[config.mk]
export PLATFORM = sky130hd
export DESIGN_NAME = irq_ctrl
export DESIGN_NICKNAME = d
export VERILOG_FILES = /design/src/rtl/irq_ctrl.sv
export SDC_FILE = /design/constraint.sdc
export NUM_CORES = 1
export LEC_CHECK = 0
export ABC_AREA = 1
export CAP_MARGIN = 10
export CORE_UTILIZATION = 42
export CTS_CLUSTER_DIAMETER = 200
export CTS_CLUSTER_SIZE = 24
export DETAILED_ROUTE_END_ITERATION = 10
export GPL_TIMING_DRIVEN = 0
export HOLD_SLACK_MARGIN = 0.12
export PLACE_DENSITY = 0.82
export SYNTH_ARGS = -nofsm -noshare
export SYNTH_HDL_FRONTEND = slang
export SYNTH_SLANG_ARGS = --single-unit
[constraint.sdc]
create_clock -name clk -period 2.06 [get_ports clk]
set_input_delay 0.515 -clock clk [delete_from_list [all_inputs] [get_ports clk]]
set_output_delay 0.515 -clock clk [all_outputs]
set_load 0.005 [all_outputs]
[src/rtl/irq_ctrl.sv]
// Memory-mapped interrupt controller: pending/mask/edge-select registers, lowest-index
// arbitration, and a one-cycle pulse to the core. Define IRQ_SYNC_EN to add 2-flop src synchronizers.
module irq_ctrl #(
  parameter int          NUM_SRC   = 8,
  parameter logic [31:0] BASE_ADDR = 32'h1000_0040
) (
  input  logic               clk,
  input  logic               reset,
  input  logic               ena,
  input  logic [NUM_SRC-1:0] src,
  input  logic [31:0]        bus_addr,
  input  logic [31:0]        bus_wdata,
  input  logic               bus_we,
  output logic [31:0]        bus_rdata,
  output logic               irq_out,
  output logic [4:0]         claim_id
);

  typedef enum logic [1:0] {S_IDLE, S_FIRE, S_SERVICE} state_t;

  state_t             state_q;
  logic [NUM_SRC-1:0] pending_q, pending_d;
  logic [NUM_SRC-1:0] mask_q, mask_d;
  logic [NUM_SRC-1:0] edge_sel_q, edge_sel_d;
  logic [NUM_SRC-1:0] src_prev_q;
  logic [NUM_SRC-1:0] src_s;
  logic [NUM_SRC-1:0] set_vec, clr_vec, active;
  logic [31:0]        rdata_q, rdata_d, reg_rd;
  logic               irq_q;
  logic [4:0]         claim_q, winner;
  logic               hit, wr, complete;
  logic [1:0]         off;

`ifdef IRQ_SYNC_EN
  logic [NUM_SRC-1:0] sync1_q, sync2_q;
  always_ff @(posedge clk or negedge reset) begin
    if (!reset) begin
      sync1_q <= '0;
      sync2_q <= '0;
    end else begin
      sync1_q <= src;
      sync2_q <= sync1_q;
    end
  end
  assign src_s = sync2_q;
`else
  assign src_s = src;
`endif

  assign hit    = (bus_addr[31:4] == BASE_ADDR[31:4]);
  assign off    = bus_addr[3:2];
  assign wr     = hit && bus_we;
  assign active = pending_q & mask_q;

  // Edge mode needs the previous sample low; level mode sets whenever src is high.
  assign set_vec  = src_s & (~edge_sel_q | ~src_prev_q);
  assign complete = wr && (off == 2'd3) && (state_q == S_SERVICE) &&
                    (bus_wdata[4:0] == claim_q + 5'd1);

  always_comb begin
    clr_vec = '0;
    if (wr && off == 2'd0) clr_vec = bus_wdata[NUM_SRC-1:0];
    if (complete)          clr_vec = clr_vec | (NUM_SRC'(1) << claim_q);
  end

  // Set is OR-ed in last so it wins over a same-cycle clear.
  assign pending_d  = (pending_q & ~clr_vec) | set_vec;
  assign mask_d     = (wr && off == 2'd1) ? bus_wdata[NUM_SRC-1:0] : mask_q;
  assign edge_sel_d = (wr && off == 2'd2) ? bus_wdata[NUM_SRC-1:0] : edge_sel_q;

  always_comb begin
    winner = 5'd0;
    for (int i = NUM_SRC - 1; i >= 0; i--) begin
      if (active[i]) winner = 5'(i);
    end
  end

  always_comb begin
    reg_rd = 32'd0;
    case (off)
      2'd0: reg_rd = 32'(pending_q);
      2'd1: reg_rd = 32'(mask_q);
      2'd2: reg_rd = 32'(edge_sel_q);
      2'd3: reg_rd = (state_q == S_SERVICE) ? {27'd0, claim_q + 5'd1} : 32'd0;
      default: reg_rd = 32'd0;
    endcase
    rdata_d = hit ? reg_rd : 32'd0;
  end

  always_ff @(posedge clk or negedge reset) begin
    if (!reset) begin
      pending_q  <= '0;
      mask_q     <= '0;
      edge_sel_q <= '0;
      src_prev_q <= '0;
      rdata_q    <= '0;
    end else begin
      pending_q  <= pending_d;
      mask_q     <= mask_d;
      edge_sel_q <= edge_sel_d;
      src_prev_q <= src_s;
      rdata_q    <= rdata_d;
    end
  end

  // irq_q is high exactly while the FSM sits in FIRE.
  always_ff @(posedge clk or negedge reset) begin
    if (!reset) begin
      state_q <= S_IDLE;
      irq_q   <= 1'b0;
      claim_q <= 5'd0;
    end else begin
      case (state_q)
        S_IDLE: begin
          irq_q <= 1'b0;
          if (ena && |active) begin
            claim_q <= winner;
            irq_q   <= 1'b1;
            state_q <= S_FIRE;
          end
        end
        S_FIRE: begin
          irq_q   <= 1'b0;
          state_q <= S_SERVICE;
        end
        S_SERVICE: begin
          irq_q <= 1'b0;
          if (complete) state_q <= S_IDLE;
        end
        default: begin
          irq_q   <= 1'b0;
          state_q <= S_IDLE;
        end
      endcase
    end
  end

  assign bus_rdata = rdata_q;
  assign irq_out   = irq_q;
  assign claim_id  = claim_q;

endmodule

==> impl_metrics.tcl, run 1 <==
set metrics [dict create \
    seqCellArea_um2 1150 \
    root_buffer "clkbuf_8" \
    path_class "primary input to flip-flop" \
    tightestPinTransition_ns 0.612 \
    topRoutingLayerUsed "met4" \
    worst_setup_path_start_kind "primary input" \
    grt_max_degree 25 \
    synth_area_um2 2580 \
    ys.flop_type "dfrtp_1" \
    cts_buffer_depth 2 \
    die_area_um2 6470 \
    maxSlewViolCount 0 \
    wl_met3_um 402 \
    status "complete, no violations" \
    grt_pass1_vias 2195 \
    synthCells 329 \
    yosys-top-cells-count "105 x nand2_1, 46 x dfrtp_1, 33 x inv_1" \
    period_share 0.962 \
    drv_cap 0 \
    numCtsBuffers 5 \
    fin_cells 502 \
    gp_congestion 0.910 \
    multi_input_area_um2 1180 \
    die_y_um 80.4 \
    avgSynthCellArea_um2 7.85 \
    ir_worst_vdd_mv 0.296 \
    ys.warnings.count 0 \
    port_buffers 60 \
    rsz0062_at_grt "yes" \
    fin_util 0.603 \
    rows 28 \
    grt_use_total 0.203 \
    initial_core_util 0.436 \
    yosysTopAreaCell "dfrtp_1" \
    die_x_um 80.4 \
    yosysSeqAreaShare 0.446 \
    drc_errors 0 \
    p_leak_nw 1.79 \
    setup_viol 0 \
    hold_path.class "primary input to asynchronous set/reset pin" \
    clock_skew_ns 0.00501 \
    slowest_stage "clkdlybuf4s50_1" \
    async_reset_ff_frac 1.00 \
    clk_pin_slew_ns 0.08 \
    crit_required_ns 2.24 \
    wl_per_cell_um 12.8 \
    vias 2360 \
    ant_nets 0 \
    final.fill_count 540 \
    cts_tree "built" \
    arrival_ns 2.16 \
    met1_length_um 2670 \
    ys_types 30 \
    relSlewSlack 0.592 \
    first_pass_iters 4 \
    cts.sinks 46 \
    synth.most_common_cell "nand2_1" \
    grt_pass1_wl_um 9890 \
    synth_edf_count 0 \
    postCtsHoldBufs 0 \
    routed-wl-met2_um 3260 \
    synth_top_area_share 0.446 \
    htreeDepth 2 \
    cellPowerDensity_nw_per_um2 480 \
    place_hpwl_um 4810 \
    antenna_found_initial 0 \
    placed_cells 490 \
    synth-seq-cells 46 \
    hold_violations 0 \
    fmax_mhz 505 \
    io_pins 114 \
    cp_max_fo 10 \
    grt-ovfl-total 0 \
    nets 508 \
    finalWirelength_um 6430 \
    fin_tns_setup_ns 0 \
    drt-vias-per-instance 4.70 \
    critical-path-max-stage-delay_ns 0.57 \
    drt_iter0_drc 112 \
    core-area_um2 5920 \
    path_cells "clkdlybuf4s50_1, inv_2, nor2_2, nand2_2, buf_6, nand2_1, o21ai_1" \
    worstSetupEndpointType "flip-flop" \
    num_antenna_cells 0 \
    yosys-top-cells-area "dfrtp_1 45%, nand2_1 15%, buf_4 7.6%" \
    insertion_delay_ns 0.29 \
    finalCriticalPeriod_ns 1.98 \
    drive_above_1_share 0.164 \
    syn_to_final_growth_pct 38.3 \
]
flip-flops by register name (all words and copies together), names as in the netlist:
signal      count
claim_id        3
mask_q          8
pending_q       8
state_q         2
bus_rdata       8
irq_out         1
src_prev_q      8
edge_sel_q      8
layout make-up:
type                    instances  share of cell area
multi-input cells             241               0.331
plain buffers                  31              0.0690
clock inverters                 1             0.00140
repair buffers                 65               0.188
clock buffers                   7              0.0242
flip-flops and latches         46               0.323
well taps                      75              0.0263
inverters                      36              0.0378
layer usage:
metal	vias to the layer above	GRT usage
li1	1191	-
met1	1082	0.250
met2	75	0.364
met3	12	0.0330
met4	0	0.0554
met5	-	0
what timing repair did:
item                       4_1_cts  5_1_grt
setup endpoints to repair       13       26
pin swaps                        0        3
buffers inserted                 0        3
gates cloned                     0        1
resized for setup                3       10
through the flow:
| step | instance area, um^2 | power [mW] | setup slack (ns) | hold WS, ns |
|---|---|---|---|---|
| after detailed placement | 3390 | 1.16 | -0.507 | 0.468 |
| after global routing | 3570 | 1.77 | -0.0250 | 0.251 |
| final | 3570 | 1.72 | 0.0780 | 0.210 |
| after floorplan | 2680 | 1.02 | 0.284 | 0.219 |
| after CTS | 3490 | 1.72 | 0.0000202 | 0.223 |
| after global placement | 3370 | 1.15 | -0.717 | 0.465 |
path summary, 6_finish.rpt:
path / start / endpoint / slack, ns / depth (start not counted)
worst max-delay path: bus_addr[3] / edge_sel_q[6] / 0.08 / 7
worst min-delay path: reset / pending_q[7] / 0.21 / 1
worst max register to register: claim_id[0] / pending_q[1] / 0.10 / 8
worst min register to register: state_q[1] / state_q[1] / 0.48 / 1
max in group asynchronous: reset / edge_sel_q[5] / 1.35 / 2
min in group clk: state_q[1] / state_q[1] / 0.48 / 1
worst max-delay path, delay by kind of cell:
| kind | cells | cell delay (ns) |
|---|---|---|
| buffers and inverters | 3 | 0.84 |
| AO/OA/AOI/OAI | 1 | 0.06 |
| AND/OR/NAND/NOR | 3 | 0.74 |
placed cells by master (no fill, tap or decap), drive strengths merged:
| cell type | instances |
|---|---|
| a221oi | 2 |
| o2111ai | 1 |
| nor2 | 35 |
| a21oi | 7 |
| clkbuf | 9 |
| xor2 | 1 |
| a22oi | 1 |
| a21boi | 1 |
| inv | 36 |
| a41oi | 1 |
| o21bai | 1 |
| nand4 | 14 |
| nand2 | 110 |
| clkdlybuf4s50 | 59 |
| a31oi | 5 |
| buf | 35 |
| clkinv | 1 |
| ha | 6 |
| o21ai | 22 |
| nand3 | 8 |
| dfrtp | 46 |
| conb | 26 |
cell families after synthesis:
logic type / Yosys count / share of synthesized area
and+or+nand+nor: 167 / 0.277
AOI/OAI and AO/OA: 41 / 0.102
buffers and inverters: 67 / 0.141
xor gates and xnor gates: 1 / 0.00339
other: 1 / 0.00145
DFF: 46 / 0.446
adders and majority gates: 6 / 0.0291
report_power, final:
group / internal (mW) / total [mW] / switching, mW
Clock: 0.271 / 0.570 / 0.298
Combinational: 0.131 / 0.234 / 0.103
Sequential: 0.910 / 0.912 / 0.00212
No activity file was read; power rests on OpenSTA's default activity.
==> run 2, diff against run 1 <==
--- a/config.mk
+++ b/config.mk
@@ -11,6 +11,7 @@
 export CTS_CLUSTER_DIAMETER = 200
 export CTS_CLUSTER_SIZE = 24
 export DETAILED_ROUTE_END_ITERATION = 10
+export GPL_ROUTABILITY_DRIVEN = 0
 export GPL_TIMING_DRIVEN = 0
 export HOLD_SLACK_MARGIN = 0.12
 export PLACE_DENSITY = 0.82
==> impl_metrics.tcl, run 2 (synthesized netlist as in run 1, its figures left out) <==
set metrics [dict create \
    hold_violations 0 \
    postCtsHoldBufs 0 \
    rows 28 \
    die_area_um2 6470 \
    ir_worst_vdd_mv 0.322 \
    worstSetupEndpointType "flip-flop" \
    relSlewSlack 0.581 \
    nets 508 \
    grt_pass1_wl_um 9990 \
    maxSlewViolCount 0 \
    hold_path.class "primary input to asynchronous set/reset pin" \
    seqCellArea_um2 1150 \
    rrSetupSlack_ns 0.07 \
    period_share 0.966 \
    syn_to_final_growth_pct 37.5 \
    p_leak_nw 1.78 \
    drt-vias-per-instance 4.74 \
    num_antenna_cells 0 \
    vias 2376 \
    cp_max_fo 9 \
    drc_errors 0 \
    final_common_cell "nand2_1" \
    crit_required_ns 2.25 \
    cts_tree "built" \
    cts.sinks 46 \
    die_y_um 80.4 \
    whs_ns 0.201 \
    wl_per_cell_um 12.5 \
    place_hpwl_um 4750 \
    final.fill_count 526 \
    cts_buffer_depth 2 \
    port_buffers 60 \
    grt_max_degree 25 \
    fin_tns_setup_ns 0 \
    ff2ff_path_depth 8 \
    drt_iter0_drc 142 \
    layout_common_cells "105 x nand2_1, 59 x clkdlybuf4s50_1, 46 x dfrtp_1, 33 x inv_1, 30 x buf_4" \
    antenna_found_initial 0 \
    timing.rr.start "claim_id[2]" \
    status "complete, no violations" \
    fin_util 0.600 \
    io_pins 114 \
    clock_skew_ns 0.00559 \
    grt_pass1_vias 2253 \
    htreeDepth 2 \
    core-area_um2 5920 \
    initial_core_util 0.436 \
    path_class "flip-flop to flip-flop" \
    multi_input_area_um2 1180 \
    fmax_mhz 502 \
    grt_use_total 0.206 \
    finalWirelength_um 6280 \
    drive_above_1_share 0.155 \
    die_x_um 80.4 \
    finalCriticalPeriod_ns 1.99 \
    ant_nets 0 \
    grt-ovfl-total 0 \
    cellPowerDensity_nw_per_um2 467 \
    setup_viol 0 \
    tightestPinTransition_ns 0.628 \
    total_power_mw 1.66 \
    root_buffer "clkbuf_8" \
    insertion_delay_ns 0.30 \
    drv_cap 0 \
    worst_setup_path_start_kind "flip-flop" \
    first_pass_iters 4 \
    numCtsBuffers 5 \
    clk_pin_slew_ns 0.08 \
    r2r-end "pending_q[1]" \
    arrival_ns 2.18 \
]
run 2: cell count changes in the layout (fill, tap and decap cells not counted):
| cell | change |
|---|---|
| buf_6 | -1 |
| clkbuf_1 | +1 |
| dfrtp_1 | +2 |
| clkbuf_8 | -1 |
| buf_4 | +1 |
| dfrtp_2 | -2 |
| clkinv_2 | -1 |
run 2: what timing repair did:
action                                  CTS  global route
pin swaps                                 0             2
cloned                                    0             1
gates resized for setup                   1            10
buffers inserted                          0             3
endpoints found under the setup margin    8            32
run 2: final cells by class:
| class | instances | share of cell area |
|---|---|---|
| plain buffers | 31 | 0.0684 |
| repair buffers | 65 | 0.189 |
| clock buffers | 7 | 0.0215 |
| flip-flops and latches | 46 | 0.324 |
| multi-input cells | 241 | 0.333 |
| well taps | 75 | 0.0264 |
| inverters | 36 | 0.0381 |
run 2: worst max-delay path by stage:
stage,from,endpoint,slack (ns),cells after the start
finish,claim_id[2],pending_q[1],0.07,8
global route,bus_addr[27],edge_sel_q[4],-0.02,11
CTS,bus_addr[6],pending_q[0],0.02,12
detailed placement,bus_addr[3],edge_sel_q[5],-0.45,7
global placement,reset,mask_q[1],-0.71,1
floorplan,claim_id[0],pending_q[0],0.28,8
run 2: routing by layer:
metal  GRT usage  routed length (um)  vias to the layer above
met5           0                   0                        -
met4      0.0875                  94                        0
met3      0.0420                 500                        9
met2       0.352                3190                       87
met1       0.249                2500                     1090
li1            -                   -                     1190
run 2: power by group:
group | leakage (nW) | internal, mW | total (mW) | switching (mW)
clock | 0.0383 | 0.234 | 0.512 | 0.278
sequential | 0.562 | 0.910 | 0.912 | 0.00201
combinational | 1.18 | 0.131 | 0.234 | 0.103
total | 1.78 | 1.27 | 1.66 | 0.383
run 2: worst max-delay path: stages (launching register included):
cell and delay, ns:
dfrtp_1 0.51, inv_1 0.17, ha_1 0.36, xor2_1 0.16, nand3_1 0.13, nor2_4 0.23
nand4_1 0.17, nand2_1 0.10, nand2_1 0.05
run 2: through the flow:
step / worst slack, ns / std cells / cell area [um^2]
2_1_floorplan: 0.284 / 354 / 2680
3_3_place_gp: -0.710 / 489 / 3370
3_5_place_dp: -0.455 / 490 / 3390
4_1_cts: 0.0202 / 497 / 3470
5_1_grt: -0.0154 / 501 / 3550
6_report: 0.0694 / 501 / 3550
==> run 3, diff against run 2 <==
--- a/config.mk
+++ b/config.mk
@@ -7,14 +7,18 @@
 export LEC_CHECK = 0
 export ABC_AREA = 1
 export CAP_MARGIN = 10
-export CORE_UTILIZATION = 42
+export CELL_PAD_IN_SITES_DETAIL_PLACEMENT = 0
+export CELL_PAD_IN_SITES_GLOBAL_PLACEMENT = 1
+export CORE_UTILIZATION = 29
 export CTS_CLUSTER_DIAMETER = 200
 export CTS_CLUSTER_SIZE = 24
 export DETAILED_ROUTE_END_ITERATION = 10
 export GPL_ROUTABILITY_DRIVEN = 0
 export GPL_TIMING_DRIVEN = 0
 export HOLD_SLACK_MARGIN = 0.12
-export PLACE_DENSITY = 0.82
+export PLACE_DENSITY = 0.81
+export SETUP_SLACK_MARGIN = 0.5
+export SKIP_LAST_GASP = 1
 export SYNTH_ARGS = -nofsm -noshare
 export SYNTH_HDL_FRONTEND = slang
 export SYNTH_SLANG_ARGS = --single-unit
==> impl_metrics.tcl, run 3 (synthesized netlist as in run 1, its figures left out) <==
set metrics [dict create \
    fmax_mhz 562 \
    p_leak_nw 1.92 \
    cp_max_fo 4 \
    worstSetupEndpointType "flip-flop" \
    placed_area_um2 3480 \
    final_common_cell "nand2_1" \
    grt_pass1_wl_um 11300 \
    setup_viol 0 \
    crit_required_ns 2.26 \
    fin_tns_setup_ns 0 \
    globalRouteMet1Util 0.208 \
    drt-vias-per-instance 4.51 \
    drive_above_1_share 0.334 \
    rsz0062_at_grt "yes" \
    ant_nets 0 \
    drc_errors 0 \
    clk_pin_slew_ns 0.09 \
    die_y_um 96.4 \
    hold_start "state_q[1]" \
    port_buffers 60 \
    status "complete, no violations" \
    insertion_delay_ns 0.30 \
    met2_usage 0.278 \
    pre_cts_ws_ns -0.433 \
    vias 2473 \
    drv_cap 0 \
    grt_use_total 0.163 \
    crit_path_start "claim_id[1]" \
    wl_per_cell_um 12.9 \
    ir_worst_vdd_mv 0.292 \
    die_area_um2 9290 \
    initial_core_util 0.298 \
    finalCriticalPeriod_ns 1.78 \
    use_met3 0.0292 \
    timing.rr.start "claim_id[1]" \
    arrival_ns 1.98 \
    maxSlewViolCount 0 \
    cellPowerDensity_nw_per_um2 512 \
    die_x_um 96.4 \
    tightestPinTransition_ns 0.576 \
    fin_ws_ns 0.280 \
    htreeDepth 2 \
    busiest_layer "met2" \
    place_hpwl_um 5010 \
    worst_setup_path_start_kind "flip-flop" \
    clock_skew_ns 0.0101 \
    cts.sinks 46 \
    cts_buffer_depth 2 \
    path_class "flip-flop to flip-flop" \
    nets 521 \
    antenna_found_initial 0 \
    numCtsBuffers 5 \
    grt_max_degree 37 \
    num_antenna_cells 0 \
    rows 34 \
    fin_area_um2 3850 \
    cts_tree "built" \
    period_share 0.864 \
    critical-path-max-stage-delay_ns 0.46 \
    grt_pass1_vias 2336 \
    hold_path.class "flip-flop to flip-flop" \
    rrSetupSlack_ns 0.28 \
    core-area_um2 8680 \
    grt-ovfl-total 0 \
    path_cells "ha_4, ha_4, xor2_2, nand3_2, nor2_2, nand4_1, nand2_1, nand2_1" \
    first_pass_iters 4 \
    hold_violations 0 \
    relSlewSlack 0.616 \
    layout_common_cells "96 x nand2_1, 43 x dfrtp_1, 35 x buf_4, 26 x conb_1, 24 x inv_1" \
    root_buffer "clkbuf_8" \
    total_power_mw 1.97 \
    slowest_stage "dfrtp_2" \
    io_pins 114 \
    syn_to_final_growth_pct 48.9 \
    finalWirelength_um 7100 \
    drt_iter0_drc 95 \
]
run 3: changes by cell type in the layout (fill, tap and decap cells not counted), sizes merged:
cell | previous run | this run
clkdlybuf4s50 | 59 | 17
dlygate4sd2 | 0 | 14
clkbuf | 9 | 12
dlygate4sd3 | 0 | 1
nor2 | 35 | 36
buf | 35 | 70
bufinv | 0 | 2
run 3: per-layer routing:
metal / routed length (um) / up-vias
li1: - / 1229
met1: 3010 / 1148
met2: 3450 / 80
met3: 455 / 16
met4: 173 / 0
met5: 0 / -
run 3: critical path, delay by kind of cell (launching register included):
family | cells | cell delay, ns
XOR/XNOR | 1 | 0.15
adder cells (fa/ha/maj) | 2 | 0.46
flip-flops | 1 | 0.46
AND/OR/NAND/NOR | 5 | 0.62
run 3: stage by stage:
stage,util,hold slack (ns),instances
after floorplan,-,0.219,354
after global placement,0.399,0.464,522
after detailed placement,0.401,0.403,523
after CTS,0.436,0.491,546
after global routing,0.443,0.510,548
final,0.443,0.482,548
run 3: worst paths after layout:
check / to / cells past startpoint
setup / recovery: pending_q[5] / 8
hold / removal: state_q[1] / 1
setup reg to reg: pending_q[5] / 8
hold reg to reg: state_q[1] / 1
max in group asynchronous: claim_id[0] / 3
min in group asynchronous: src_prev_q[4] / 2
run 3: what timing repair did:
item | CTS | global route
hold endpoints to repair | 10 | 0
cloned | 4 | 0
setup endpoints to repair | 45 | 31
resized for setup | 126 | 42
buffers inserted | 10 | 2
hold buffers | 1 | 0
pin swaps | 42 | 31
run 3: final cells by class:
cell class,instances,area [um^2]
clock buffers,6,82.6
clock inverters,2,60.1
fillers,880,4830
repair buffers,77,661
flip-flops and latches,46,1150
multi-input cells,242,1370
well taps,108,135
plain buffers,31,253
inverters,36,135
run 3: power by group:
part           internal, mW  switching (mW)
sequential            0.910         0.00207
clock                 0.518           0.308
combinational         0.114           0.118
total                  1.54           0.428
